## src/rtl/shifter_pkg.sv

```systemverilog
// Shared constants for the ALU shift/scale stage.
package shifter_pkg;

   localparam logic DIR_LEFT  = 1'b0;
   localparam logic DIR_RIGHT = 1'b1;

   localparam int unsigned ALU_WIDTH = 8;

endpackage

```

## src/rtl/shifter.sv

```systemverilog
// Parallel-load, bidirectional logical shift register with zero fill.
// Reset beats load, load beats shift; y is the register itself.
module shifter
   import shifter_pkg::*;
#(
   parameter int unsigned WIDTH = ALU_WIDTH
) (
   input  logic             clk,
   input  logic             rst,
   input  logic             dir,
   input  logic             inp,
   input  logic [WIDTH-1:0] a,
   output logic [WIDTH-1:0] y
);

   logic [WIDTH-1:0] r_q, r_d;

   function automatic logic [WIDTH-1:0] shift_next(input logic [WIDTH-1:0] cur,
                                                   input logic             d,
                                                   input logic             ld,
                                                   input logic [WIDTH-1:0] din);
      if (ld) begin
         return din;
      end else if (d == DIR_LEFT) begin
         return {cur[WIDTH-2:0], 1'b0};
      end else begin
         return {1'b0, cur[WIDTH-1:1]};
      end
   endfunction

   always_comb begin
      r_d = shift_next(r_q, dir, inp, a);
   end

   always_ff @(posedge clk) begin
      if (rst) begin
         r_q <= '0;
      end else begin
         r_q <= r_d;
      end
   end

   assign y = r_q;

endmodule

```

## config.mk

```make
export PLATFORM = sky130hd
export DESIGN_NAME = shifter
export DESIGN_NICKNAME = d
export VERILOG_FILES = /design/src/rtl/shifter_pkg.sv /design/src/rtl/shifter.sv
export SDC_FILE = /design/constraint.sdc
export NUM_CORES = 1
export LEC_CHECK = 0
export ABC_AREA = 1
export BUFFER_PORTS_ARGS = -buffer_cell sky130_fd_sc_hd__buf_4
export CORE_AREA = 2 2 39 41
export CTS_CLUSTER_SIZE = 20
export DETAILED_ROUTE_END_ITERATION = 12
export DIE_AREA = 0 0 41 43
export PLACE_DENSITY_LB_ADDON = 0.2
export SETUP_SLACK_MARGIN = 0.15
export SYNTH_ARGS = -nofsm -noshare
export SYNTH_HDL_FRONTEND = slang
export SYNTH_SLANG_ARGS = --single-unit
```

## constraint.sdc

```tcl
create_clock -name clk -period 0.87 [get_ports clk]
set_clock_uncertainty 0.2 [all_clocks]
set_input_delay 0.1305 -clock clk [delete_from_list [all_inputs] [get_ports clk]]
set_output_delay 0.1305 -clock clk [all_outputs]
set_load 0.01 [all_outputs]
```

==> flow_summary.json, run 1 <==
{
  "critPathKind": "reg -> out",
  "rows": 14,
  "grt.met3_usage_pct": 6.28,
  "r2r_cells": 5,
  "mostFrequentLayoutCells": "nor2_1 (19), buf_4 (14), buf_6 (12), dfxtp_2 (8)",
  "dp_slack_ps": -73.7,
  "gp_congestion": 0.671,
  "io_pins": 20,
  "synth_area_leaders": "dfxtp_1 (41%), nor2_1 (19%), nand2_1 (12%), o21ai_0 (9.1%), inv_1 (7.8%)",
  "min_from": "a[0]",
  "cts.clk_slew.worst_paths_ps": 60,
  "synth_top_area_share_pct": 41.4,
  "use_met1_pct": 14.6,
  "numCtsBuffers": 3,
  "timing.rr.end": "y[3]$_SDFF_PP0_",
  "h-tree-depth": 1,
  "fin_tns_setup_ps": -2040,
  "area.growth.synth_to_final_pct": 75.7,
  "synth_seq_cells": 8,
  "drcViolationCount": 0,
  "chipHeight_um": 43,
  "max_freq_mhz": 971,
  "syn_avg_cell_area_um2": 6.34,
  "syn-cell-area_um2": 387,
  "start_kind": "flip-flop",
  "status": "complete, but fails checks",
  "vias": 440,
  "dp_cells": 95,
  "synth_nets": 73,
  "crit_required_ps": 540,
  "die-area_um2": 1760,
  "die_w_um": 41,
  "crit_family": "flip-flops",
  "cp_max_fo": 2,
  "multi_input_area_um2": 193,
  "clockBufferDepth": 2,
  "critPathBufInv": 1,
  "holdWs_ps": -77.6,
  "nets": 102,
  "dr.pass1.iters": 4,
  "slew_headroom_pct": 86.3,
  "fin_crit_ps": 1030,
  "clkLatencyLatePin_ps": 260,
  "path_cells": "buf_6",
  "n_antenna_cell": 0,
  "holdCritPathClass": "in -> reg",
  "viasPerCell": 4.23,
  "setup_viol_count_final": 16,
  "ys_types": 9,
  "wl_per_cell_um": 10.5,
  "port_buffers": 19,
  "violations": "negative hold slack, negative setup slack",
  "vdd_ir_drop_max_mv": 0.611,
  "yosys_warnings": 0,
  "arrival_ps": 700,
  "synth_top_area_cell": "dfxtp_1",
  "hold_path_end": "y[0]$_SDFF_PP0_",
  "r2r_start": "y[4]$_SDFF_PP0_",
  "fin_ws_ps": -160,
  "drt_iter0_drc": 2,
  "cts_tree": "built",
  "placed_area_um2": 544,
  "drv_cap": 0,
  "grt_busiest_layer": "met2",
  "fillerInstances": 143,
  "p_leak_nw": 0.337,
  "fin_cells": 104,
  "fin_crit_sh_pct": 118,
  "clock-sinks": 8,
  "synth_cells": 61,
  "hold_depth": 3,
  "drv_slew": 0,
  "grt_max_degree": 15,
  "overflow": 0,
  "core-area_um2": 1380,
  "layout-drive-gt1-share_pct": 54.5,
  "grt_pass1_vias": 421,
  "tightest_slew_ps": 206,
  "slowest_stage": "dfxtp_2",
  "detail-route-antenna-nets": 0,
  "place_hpwl_um": 694,
  "cts-root-buf": "clkbuf_4",
  "final_common_cell": "nor2_1",
  "ys_seq_area_share_pct": 41.4,
  "critPathCaptureType": "output pin",
  "seqCellArea_um2": 170,
  "initial_utilization_pct": 27.9,
  "final_area_um2": 679,
  "grt_use_total_pct": 15.0,
  "hold_viol": 8,
  "p_per_area_nw_per_um2": 1430,
  "fin_util_pct": 49.1,
  "routed_wl_mm": 1.09,
  "reg2reg_slack_ps": -160,
  "critPathMaxStageDelay_ps": 330,
  "grt_pass1_wl_mm": 1.70,
  "largest_reg_flops": 8,
  "rsz0062_at_grt": "true",
  "use_met2_pct": 24.1,
  "antenna_found_initial": 0
}
==> area by class of cell <==
class | instances | area share, %
repair buffers | 26 | 35.4
multi-input cells | 42 | 28.4
flip-flops and latches | 8 | 25.0
inverters | 9 | 4.97
clock buffers | 3 | 3.31
well taps | 16 | 2.95
==> per-layer routing <==
metal  part of all wire (%)  vias up
met5                      0        -
met4                    1.2        0
li1                       -      237
met2                     56        8
met1                     39      193
met3                    3.6        2
==> worst max-delay path by stage <==
stage	start	slack (ps)	end	cells past startpoint
final	y[2]$_SDFF_PP0_	-160	y[2]	1
after floorplan	y[6]$_SDFF_PP0_	30	y[5]$_SDFF_PP0_	4
after CTS	y[0]$_SDFF_PP0_	-160	y[0]	1
after global placement	inp	-70	y[2]$_SDFF_PP0_	5
after global routing	y[4]$_SDFF_PP0_	-220	y[3]$_SDFF_PP0_	5
after detailed placement	inp	-70	y[1]$_SDFF_PP0_	5
==> through the flow <==
stage | hold WS [ps] | total power, mW
2_1_floorplan | 47.8 | 0.513
3_3_place_gp | 181 | 0.601
3_5_place_dp | 190 | 0.603
4_1_cts | -84.8 | 0.959
5_1_grt | -59.5 | 1.03
6_report | -77.6 | 0.969
==> synth_stat cells (all sizes together) <==
cell and n:
nor2 20, nand2 12, inv 9, dfxtp 8, o21ai 8, a21oi 2
buf 2
==> timing repair <==
item | CTS | global route
gates cloned | 0 | 0
gates resized for setup | 13 | 9
buffers inserted | 6 | 0
setup endpoints to repair | 16 | 16
endpoints found under the hold margin | 8 | 8
pin swaps | 4 | 9
==> logic make-up (layout without fill, tap and decap cells) <==
group	after synthesis	after routing	share of synthesized area [%]
and+or+nand+nor	32	32	31.1
AOI/OAI and AO/OA	10	10	12.9
buffers and inverters	11	38	14.6
DFF	8	8	41.4
==> power breakdown <==
part	internal [mW]	switching, mW
sequential	0.398	0.0203
combinational	0.144	0.108
clock	0.159	0.140
Power figures use the tool's default switching activity.
==> run 2: changes to the inputs <==
--- a/config.mk
+++ b/config.mk
@@ -6,7 +6,7 @@
 export NUM_CORES = 1
 export LEC_CHECK = 0
 export ABC_AREA = 1
-export BUFFER_PORTS_ARGS = -buffer_cell sky130_fd_sc_hd__buf_4
+export BUFFER_PORTS_ARGS = -buffer_cell sky130_fd_sc_hd__buf_2
 export CORE_AREA = 2 2 39 41
 export CTS_CLUSTER_SIZE = 20
 export DETAILED_ROUTE_END_ITERATION = 12
==> flow_summary.json, run 2 (same netlist as run 1, synthesis figures left out) <==
{
  "critPathBufInv": 1,
  "dp_cells": 95,
  "placed_area_um2": 497,
  "fin_tns_setup_ps": -2110,
  "grt_pass1_wl_mm": 1.60,
  "place_hpwl_um": 622,
  "die-area_um2": 1760,
  "path_cells": "buf_6",
  "crit_path_start": "y[3]$_SDFF_PP0_",
  "area.growth.synth_to_final_pct": 72.2,
  "status": "complete, but fails checks",
  "numCtsBuffers": 3,
  "initial_utilization_pct": 27.9,
  "detail-route-antenna-nets": 0,
  "arrival_ps": 710,
  "io_pins": 20,
  "critPathMaxStageDelay_ps": 350,
  "die_w_um": 41,
  "multi_input_area_um2": 195,
  "drv_slew": 0,
  "critPathCaptureType": "output pin",
  "seqCellArea_um2": 170,
  "grt_pass1_vias": 405,
  "h-tree-depth": 1,
  "p_leak_nw": 0.334,
  "hold_viol": 8,
  "wl_per_cell_um": 9.23,
  "critPathKind": "reg -> out",
  "grt_max_degree": 15,
  "p_seq_share_pct": 43.5,
  "setup_viol_count_final": 16,
  "drt_iter0_drc": 7,
  "pwr-share-comb_pct": 25.1,
  "min_from": "a[1]",
  "fin_ws_ps": -175,
  "fillerInstances": 143,
  "vdd_ir_drop_max_mv": 0.600,
  "tightest_slew_ps": 285,
  "clockBufferDepth": 2,
  "violations": "negative hold slack, negative setup slack",
  "dp_slack_ps": -81.0,
  "internal_power_uw": 693,
  "start_kind": "flip-flop",
  "final_common_cell": "nor2_1",
  "overflow": 0,
  "rsz0062_at_grt": "true",
  "slowest_stage": "dfxtp_2",
  "drv_cap": 0,
  "final_area_um2": 666,
  "power.switching_uw": 270,
  "max_freq_mhz": 957,
  "chipHeight_um": 43,
  "p_sw_share_pct": 28.0,
  "holdCritPathClass": "in -> reg",
  "dr.pass1.iters": 4,
  "cts_tree": "built",
  "crit_family": "flip-flops",
  "crit_required_ps": 540,
  "r2r_start": "y[3]$_SDFF_PP0_",
  "drcViolationCount": 0,
  "routed_wl_um": 969,
  "rows": 14,
  "fin_cells": 105,
  "gp_congestion": 0.654,
  "layout-drive-gt1-share_pct": 56.2,
  "core-area_um2": 1380,
  "antenna_found_initial": 0,
  "clock-sinks": 8,
  "cts-root-buf": "clkbuf_4",
  "grt_use_total_pct": 13.4,
  "mostFrequentLayoutCells": "nor2_1 (19), buf_6 (13), buf_2 (11), dfxtp_2 (8), o21ai_0 (7)",
  "n_antenna_cell": 0,
  "fin_crit_ps": 1040,
  "holdWs_ps": -87.1,
  "p_clk_share_pct": 31.4,
  "p_per_area_nw_per_um2": 1450,
  "nets": 103,
  "cp_max_fo": 2,
  "cts.clk_slew.worst_paths_ps": 60,
  "fin_crit_sh_pct": 120,
  "viasPerCell": 4.34,
  "port_buffers": 19,
  "slew_headroom_pct": 81.0,
  "clkLatencyLatePin_ps": 260,
  "largest_reg_flops": 8,
  "total_power_uw": 963,
  "vias": 456
}
[run 2: repair_timing]
action / CTS / global route
buffers inserted: 6 / 1
setup endpoints to repair: 16 / 16
pin swaps: 5 / 10
hold endpoints to repair: 8 / 6
resized for setup: 14 / 10
[run 2: tightest hold or removal path, stage by stage]
cell	delay (ps)
buf_2	70
o21ai_1	60
nor2_1	70
[run 2: layer usage]
metal	share of wire, %	GRT usage [%]
met1	42	17.9
met2	51	17.8
met3	5.7	3.14
met4	1.2	10.0
met5	0	0
[run 2: worst paths after layout]
| kind | end | slack, ps | cells after the start |
|---|---|---|---|
| worst max-delay path | y[3] | -170 | 1 |
| worst min-delay path | y[1]$_SDFF_PP0_ | -90 | 3 |
| worst max register to register | y[2]$_SDFF_PP0_ | -150 | 5 |
| worst min register to register | y[6]$_SDFF_PP0_ | 360 | 4 |
[run 2: area by class of cell]
type | instances | share of cell area, %
inverters | 9 | 5.08
well taps | 16 | 3.01
multi-input cells | 42 | 29.3
repair buffers | 27 | 33.6
clock buffers | 3 | 3.38
flip-flops and latches | 8 | 25.6
[run 2: through the flow]
step	hold slack, ps	util (%)
floorplan	47.8	-
finish	-87.1	48.1
CTS	-76.6	45.6
global placement	182	35.9
detailed placement	191	35.9
global route	-51.1	48.1
[run 2: power by group through the flow]
stage / Combinational, mW / Sequential (mW) / Clock [mW]
floorplan: 0.0786 / 0.435 / 0
global placement: 0.150 / 0.423 / 0
detailed placement: 0.150 / 0.423 / 0
CTS: 0.222 / 0.416 / 0.301
global route: 0.269 / 0.422 / 0.320
finish: 0.242 / 0.419 / 0.302
==> run 3: changes to the inputs <==
--- a/config.mk
+++ b/config.mk
@@ -11,6 +11,7 @@
 export CTS_CLUSTER_SIZE = 20
 export DETAILED_ROUTE_END_ITERATION = 12
 export DIE_AREA = 0 0 41 43
+export MAX_ROUTING_LAYER = met4
 export PLACE_DENSITY_LB_ADDON = 0.2
 export SETUP_SLACK_MARGIN = 0.15
 export SYNTH_ARGS = -nofsm -noshare
==> flow_summary.json, run 3 (same netlist as run 1, synthesis figures left out) <==
{
  "mostFrequentLayoutCells": "nor2_1 (19), buf_6 (13), buf_2 (11), dfxtp_2 (8), o21ai_0 (7)",
  "path_cells": "buf_6",
  "drt_iter0_drc": 6,
  "grt_pass1_wl_mm": 1.61,
  "critPathCaptureType": "output pin",
  "fin_crit_ps": 1030,
  "fin_util_pct": 47.6,
  "fin_crit_sh_pct": 119,
  "crit_end": "y[3]",
  "final_common_cell": "nor2_1",
  "wl_per_cell_um": 9.31,
  "critical_path_depth": 1,
  "critPathKind": "reg -> out",
  "setup_viol_count_final": 16,
  "grt_pass1_vias": 408,
  "vdd_ir_drop_max_mv": 0.599,
  "antenna_found_initial": 0,
  "h-tree-depth": 1,
  "detail-route-antenna-nets": 0,
  "grt_use_total_pct": 13.8,
  "overflow": 0,
  "cts.clk_slew.worst_paths_ps": 60,
  "core-area_um2": 1380,
  "holdWs_ps": -86.6,
  "drcViolationCount": 0,
  "clkLatencyLatePin_ps": 250,
  "nets": 102,
  "viasPerCell": 4.40,
  "routed_wl_um": 968,
  "io_pins": 20,
  "max_freq_mhz": 967,
  "p_leak_nw": 0.329,
  "start_kind": "flip-flop",
  "critPathMaxStageDelay_ps": 350,
  "cts-root-buf": "clkbuf_4",
  "place_hpwl_um": 622,
  "multi_input_area_um2": 195,
  "r2r_start": "y[3]$_SDFF_PP0_",
  "clockBufferDepth": 2,
  "status": "complete, but fails checks",
  "slew_headroom_pct": 81.0,
  "rsz0062_at_grt": "true",
  "rows": 14,
  "vias": 458,
  "layout-drive-gt1-share_pct": 55.7,
  "port_buffers": 19,
  "crit_family": "flip-flops",
  "dr.pass1.iters": 4,
  "dp_slack_ps": -81.0,
  "timing.rr.end": "y[2]$_SDFF_PP0_",
  "largest_reg_flops": 8,
  "clock-sinks": 8,
  "seqCellArea_um2": 170,
  "grt_max_degree": 15,
  "drv_cap": 0,
  "violations": "negative hold slack, negative setup slack",
  "chipHeight_um": 43,
  "cts_tree": "built",
  "slowest_stage": "dfxtp_2",
  "critPathBufInv": 1,
  "reg2reg_slack_ps": -140,
  "cp_max_fo": 2,
  "initial_utilization_pct": 27.9,
  "hold_viol": 8,
  "total_power_uw": 947,
  "holdCritPathClass": "in -> reg",
  "n_antenna_cell": 0,
  "drv_slew": 0,
  "arrival_ps": 700,
  "area.growth.synth_to_final_pct": 70.2,
  "crit_required_ps": 540,
  "gp_congestion": 0.660,
  "tightest_slew_ps": 286,
  "fillerInstances": 144,
  "fin_ws_ps": -164,
  "numCtsBuffers": 3,
  "die-area_um2": 1760,
  "p_per_area_nw_per_um2": 1440,
  "fin_tns_setup_ps": -1940,
  "crit_path_start": "y[3]$_SDFF_PP0_",
  "r2r_cells": 5,
  "die_w_um": 41
}
[run 3: through the flow]
| step | instance area (µm²) | cells |
|---|---|---|
| floorplan | 397 | 61 |
| global placement | 497 | 95 |
| detailed placement | 497 | 95 |
| CTS | 631 | 104 |
| global route | 658 | 104 |
| finish | 658 | 104 |
[run 3: area by class of cell]
type                            instances  share of cell area (%)
Clock buffer                            3                    3.42
Timing Repair Buffer                   26                    32.9
Inverter                                9                    5.13
Multi-Input combinational cell         42                    29.7
Sequential cell                         8                    25.9
Tap cell                               16                    3.04
[run 3: worst min path at each step]
| stage | slack (ps) | from | endpoint | cells after the start |
|---|---|---|---|---|
| after floorplan | 50 | inp | y[7]$_SDFF_PP0_ | 2 |
| after detailed placement | 190 | a[0] | y[0]$_SDFF_PP0_ | 3 |
| final | -90 | a[1] | y[1]$_SDFF_PP0_ | 3 |
| after CTS | -80 | a[0] | y[0]$_SDFF_PP0_ | 3 |
| after global placement | 180 | a[1] | y[1]$_SDFF_PP0_ | 3 |
| after global routing | -50 | a[3] | y[3]$_SDFF_PP0_ | 3 |
[run 3: layer usage]
layer	part of all wire, %	up-vias	GRT usage, %	routed length (µm)
li1	-	238	-	-
met1	41	210	18.2	399
met2	53	8	17.8	516
met3	4.0	2	3.14	39
met4	1.2	0	10.0	12
met5	0	-	-	0
[run 3: worst reg2reg max path, cell delays in order (launching register included)]
cell and delay, ps:
dfxtp_2 330, buf_6 120, nand2_2 50, nand2_1 40, nor2_1 110, nor2_1 60
[run 3: timing repair]
| item | CTS | global route |
|---|---|---|
| endpoints found under the setup margin | 16 | 16 |
| buffers inserted | 6 | 0 |
| pin swaps | 5 | 11 |
| gates resized for setup | 14 | 10 |
| endpoints found under the hold margin | 8 | 6 |
[run 3: report_power, final]
group | switching (mW) | internal, mW
Sequential | 0.0211 | 0.398
Clock | 0.132 | 0.158
Combinational | 0.105 | 0.133
